`src/rtl/instruction_fetch_stage.sv`:
```
// Instruction fetch stage: owns the PC, drives the instruction memory and fills IF/ID.
// Optional performance counters are enabled with IF_PERF_CNT_EN.
module instruction_fetch_stage #(
    parameter int                PC_W      = 32,
    parameter int                PC_INC    = 1,
    parameter logic [PC_W-1:0]   RESET_PC  = '0,
    parameter logic [31:0]       NOP_INSTR = 32'h0
) (
    input  logic            clk,
    input  logic            rst,
    input  logic            stall,
    input  logic            flush,
    input  logic            branch_taken,
    input  logic [PC_W-1:0] branch_target,
    output logic [PC_W-1:0] imem_addr,
    input  logic [31:0]     imem_instr,
    output logic [PC_W-1:0] if_id_pc,
    output logic [31:0]     if_id_instr,
    output logic            if_id_valid,
    output logic [31:0]     fetch_count,
    output logic [31:0]     stall_count
);

    typedef struct packed {
        logic [PC_W-1:0] pc;
        logic [31:0]     instr;
        logic            valid;
    } if_id_t;

    logic [PC_W-1:0] pc;
    if_id_t          if_id;
    logic            advance;

    // A taken branch overrides stall; the wrong-path word is dropped.
    assign advance   = !branch_taken && !stall;
    assign imem_addr = pc;

    always_ff @(posedge clk) begin
        if (rst) begin
            pc          <= RESET_PC;
            if_id.pc    <= '0;
            if_id.instr <= NOP_INSTR;
            if_id.valid <= 1'b0;
        end else begin
            if (branch_taken)
                pc <= branch_target;
            else if (!stall)
                pc <= pc + PC_W'(PC_INC);

            // Flush wins over stall for IF/ID only; the PC still obeys stall.
            if (branch_taken || flush) begin
                if_id.instr <= NOP_INSTR;
                if_id.valid <= 1'b0;
            end else if (!stall) begin
                if_id.pc    <= pc;
                if_id.instr <= imem_instr;
                if_id.valid <= 1'b1;
            end
        end
    end

    assign if_id_pc    = if_id.pc;
    assign if_id_instr = if_id.instr;
    assign if_id_valid = if_id.valid;

`ifdef IF_PERF_CNT_EN
    logic [31:0] fetch_cnt_q;
    logic [31:0] stall_cnt_q;

    always_ff @(posedge clk) begin
        if (rst) begin
            fetch_cnt_q <= '0;
            stall_cnt_q <= '0;
        end else begin
            if (advance)
                fetch_cnt_q <= fetch_cnt_q + 32'd1;
            if (stall && !branch_taken)
                stall_cnt_q <= stall_cnt_q + 32'd1;
        end
    end

    assign fetch_count = fetch_cnt_q;
    assign stall_count = stall_cnt_q;
`else
    logic unused_advance;
    assign unused_advance = advance;
    assign fetch_count    = '0;
    assign stall_count    = '0;
`endif

endmodule
```
`config.mk`:
```
export PLATFORM = sky130hd
export DESIGN_NAME = instruction_fetch_stage
export DESIGN_NICKNAME = d
export VERILOG_FILES = /design/src/rtl/instruction_fetch_stage.sv
export SDC_FILE = /design/constraint.sdc
export NUM_CORES = 1
export LEC_CHECK = 0
export ABC_AREA = 1
export BUFFER_PORTS_ARGS = -buffer_cell sky130_fd_sc_hd__buf_2
export CORE_MARGIN = 1.5
export CORE_UTILIZATION = 47
export DETAILED_ROUTE_END_ITERATION = 6
export PLACE_DENSITY_LB_ADDON = 0.3
export RECOVER_POWER = 25
export SYNTH_ARGS = -nofsm -noshare
export SYNTH_HDL_FRONTEND = slang
export SYNTH_SLANG_ARGS = --single-unit
```
`constraint.sdc`:
```
create_clock -name clk -period 2 [get_ports clk]
set_clock_uncertainty 0.15 [all_clocks]
set_input_delay 0.3 -clock clk [delete_from_list [all_inputs] [get_ports clk]]
set_output_delay 0.3 -clock clk [all_outputs]
set_load 0.02 [all_outputs]
```
==> metrics.csv <==
stage;metric;value;unit
detailed_routing;drt-pass1-iter-count;5;
floorplan;die-area;0.0112;mm^2
grt;grt_pass1_vias;4388;
grt;antenna_found_initial;0;
clock_tree;cts-hold-fix-buffers;0;
synthesis;ys_ff_latch;97;
detailed_routing;detail_route.drc_violations;0;
synthesis;synth_edf_count;0;
place;port_buffers;165;
floorplan;pin_count;230;
detailed_routing;wl_per_cell;12.6;um
min_path;min_to;if_id_instr[15]$_SDFFE_PP0N_;
timing;fin_tns_setup;0;ns
detailed_routing;viasPerCell;4.75;
timing;period_needed;1.67;ns
floorplan;die_w;106;um
critical_path;crit_type;flip-flop to flip-flop;
floorplan;start_util;48.4;%
synthesis;synth-main-ff-cell;dfxtp_1;
detailed_routing;drt_iter0_drc;223;
floorplan;rows;37;
min_path;whs_path_depth;3;
detailed_routing;ant_nets;0;
cells_and_area;nFillCells;1033;
cells_and_area;nNetsFinal;937;
synthesis;synthArstFlopShare;0;%
clock_tree;cts_setup_buffers;0;
synthesis;yosysSeqAreaShare;39.1;%
detailed_routing;vias;4786;
timing;worst_pin_slew;0.662;ns
timing;holdWs;0.00810;ns
clock_tree;clk_pin_slew;0.11;ns
clock_tree;ctsHtreeMaxLevel;3;
job;maxCapViolCount;0;
pwr;vdd_drop_max;0.368;mV
grt;grt_util_all_layers;22.9;%
critical_path;worst_path_max_delay_cell;dfxtp_1;
place;routabilityCongestion;0.901;
critical_path;start_kind;flip-flop;
clock_tree;cts_buffer_depth;2;
clock_tree;cts_tree;done;
clock_tree;numCtsBuffers;9;
synthesis;synthDominantCellAreaShare;39.1;%
floorplan;coreArea;0.0103;mm^2
min_path;hold_start;imem_instr[15];
floorplan;die_h;106;um
critical_path;slowest_delay;0.40;ns
critical_path;rr_startpoint;imem_addr[1]$_SDFFE_PP0P_;
synthesis;syn_area_per_cell;7.01;um^2
pwr;p_leak;2.83;nW
critical_path;worstReg2RegEnd;imem_addr[22]$_SDFFE_PP0P_;
cells_and_area;diodes;0;
cells_and_area;drive_gt1_share;24.8;%
critical_path;cp.arrival;1.83;ns
grt;grt-ovfl-total;0;
grt;grt_max_degree;43;
timing;hold_viol;0;
synthesis;yosys.area.top_type;dfxtp_1;
timing;slew_headroom;55.9;%
timing;setup_viol;0;
timing;fmax;597;MHz
clock_tree;clockRootBuffer;clkbuf_8;
place;dp_hpwl;9690;um
grt;grt_pass1_wl;20700;um
synthesis;synth_area_leaders;dfxtp_1 (39%), nand2_1 (14%), buf_4 (10%);
synthesis;synth_warnings;0;
critical_path;crit_required;2.16;ns
synthesis;ys_types;30;
critical_path;crit_chain;ha_1, nand2_2, nor2_4, nand2_2, nor2_2, nand2_1, nand2_1, nand3_1, a21oi_1;
clock_tree;cts_resized;0;
min_path;hold_class;primary input to flip-flop;
critical_path;reg2reg_setup_slack;0.33;ns
critical_path;end_kind;flip-flop;
critical_path;r2r_cells;9;
synthesis;synth_area;0.00497;mm^2
detailed_routing;wl;12700;um
run_status;status;finished, final reports clean;
cells_and_area;area_delta_synth_final;17.7;%
timing;fin_crit_sh;83.7;%
clock_tree;clock_sinks;97;
pwr;power_density;687;mW/mm^2
critical_path;cp_max_fo;5;
timing;rsz0062_at_grt;false;
timing;slew_violations;0;
clock_tree;worstSkewPairLatency;0.37;ns
synthesis;synthCells;709;
## critical path, delay by kind of cell (launching register included)
family	cells	cell delay, ns
flops	1	0.40
simple gates	7	0.72
fa+ha+maj	1	0.21
compound gates	1	0.14
## cells by family (layout without fill, tap and decap cells)
logic type | count (synthesis) | after routing | synth area share [%]
and+or+nand+nor | 291 | 291 | 25.3
DFF | 97 | 97 | 39.1
buffers and inverters | 158 | 258 | 17.7
other | 1 | 64 | 0.0755
xor gates and xnor gates | 10 | 10 | 1.76
adders and majority gates | 1 | 1 | 0.252
AOI/OAI and AO/OA | 151 | 151 | 15.8
## worst max path at each step
stage	startpoint	endpoint	slack, ns	depth (start not counted)
after floorplan	imem_addr[1]$_SDFFE_PP0P_	imem_addr[30]$_SDFFE_PP0P_	0.33	8
after global placement	imem_addr[14]$_SDFFE_PP0P_	imem_addr[25]$_SDFFE_PP0P_	0.39	8
after detailed placement	imem_addr[1]$_SDFFE_PP0P_	imem_addr[22]$_SDFFE_PP0P_	0.35	8
after CTS	imem_addr[1]$_SDFFE_PP0P_	imem_addr[22]$_SDFFE_PP0P_	0.33	9
after global routing	imem_addr[1]$_SDFFE_PP0P_	imem_addr[22]$_SDFFE_PP0P_	0.10	9
final	imem_addr[1]$_SDFFE_PP0P_	imem_addr[22]$_SDFFE_PP0P_	0.33	9
## synth_stat cells (8+ instances only)
| library cell | n |
|---|---|
| nor2_4 | 9 |
| dfxtp_1 | 97 |
| o21ai_0 | 42 |
| inv_1 | 60 |
| xor2_1 | 8 |
| nand2_1 | 182 |
| clkbuf_1 | 14 |
| buf_4 | 69 |
| o21ai_1 | 18 |
| nor2_1 | 53 |
| a21oi_1 | 81 |
| nand3_1 | 35 |
## per-stage QoR
step | utilization (%) | instance area, um^2 | instances | power [mW] | setup WS, ns
2_1_floorplan | - | 5210 | 772 | 2.67 | 0.325
3_3_place_gp | 55.2 | 5680 | 992 | 2.80 | 0.394
3_5_place_dp | 55.2 | 5680 | 992 | 2.81 | 0.349
4_1_cts | 57.0 | 5860 | 1008 | 4.04 | 0.325
5_1_grt | 56.9 | 5850 | 1008 | 4.20 | 0.100
6_report | 56.9 | 5850 | 1008 | 4.02 | 0.326
## power breakdown
| group | internal, mW | leakage (nW) | total [mW] | switching (mW) |
|---|---|---|---|---|
| Combinational | 0.202 | 1.95 | 0.669 | 0.467 |
| Clock | 0.478 | 0.0834 | 1.26 | 0.785 |
| Sequential | 2.01 | 0.793 | 2.09 | 0.0745 |
| Total | 2.69 | 2.83 | 4.02 | 1.33 |
## sequential cells by signal, summed over array words and instances (netlist names)
| signal | flops |
|---|---|
| imem_addr | 32 |
| if_id_pc | 32 |
| if_id_instr | 32 |
| if_id_valid | 1 |
## layout make-up
| class | count | area [um^2] | area share (%) |
|---|---|---|---|
| flip-flops and latches | 97 | 1940 | 33.2 |
| inverters | 64 | 240 | 4.11 |
| well taps | 136 | 170 | 2.91 |
| multi-input cells | 517 | 2390 | 40.8 |
| repair buffers | 178 | 922 | 15.8 |
| clock inverters | 7 | 63.8 | 1.09 |
| clock buffers | 9 | 124 | 2.12 |
## cell usage in the layout (no fill, tap or decap)
cell	synthesis	routed
a21oi_1	81	81
o21ai_1	18	8
nor2_2	4	3
clkbuf_2	2	2
ha_1	1	1
inv_8	0	3
nand4_1	1	1
buf_4	69	8
nor2_4	9	10
nand3_1	35	35
clkinv_1	1	1
o21ai_0	42	52
xor2_1	8	8
inv_1	60	60
clkbuf_8	0	9
nand2_2	4	4
buf_12	0	1
clkinvlp_4	0	4
nor2_1	53	53
conb_1	1	64
inv_2	3	3
a21oi_2	2	2
o211ai_1	1	1
dfxtp_1	97	97
nor2_8	1	1
buf_2	4	164
clkbuf_1	14	3
xnor2_1	2	2
a22o_1	4	4
a31oi_1	3	3
nand2_1	182	182
nand2_4	2	2
## routing by layer
layer,track usage (%),part of all wire (%)
met1,30.0,44
met2,37.2,46
met3,5.50,8.4
met4,7.34,1.7
met5,0,0
Note: power is estimated with default switching activity, not from simulation.
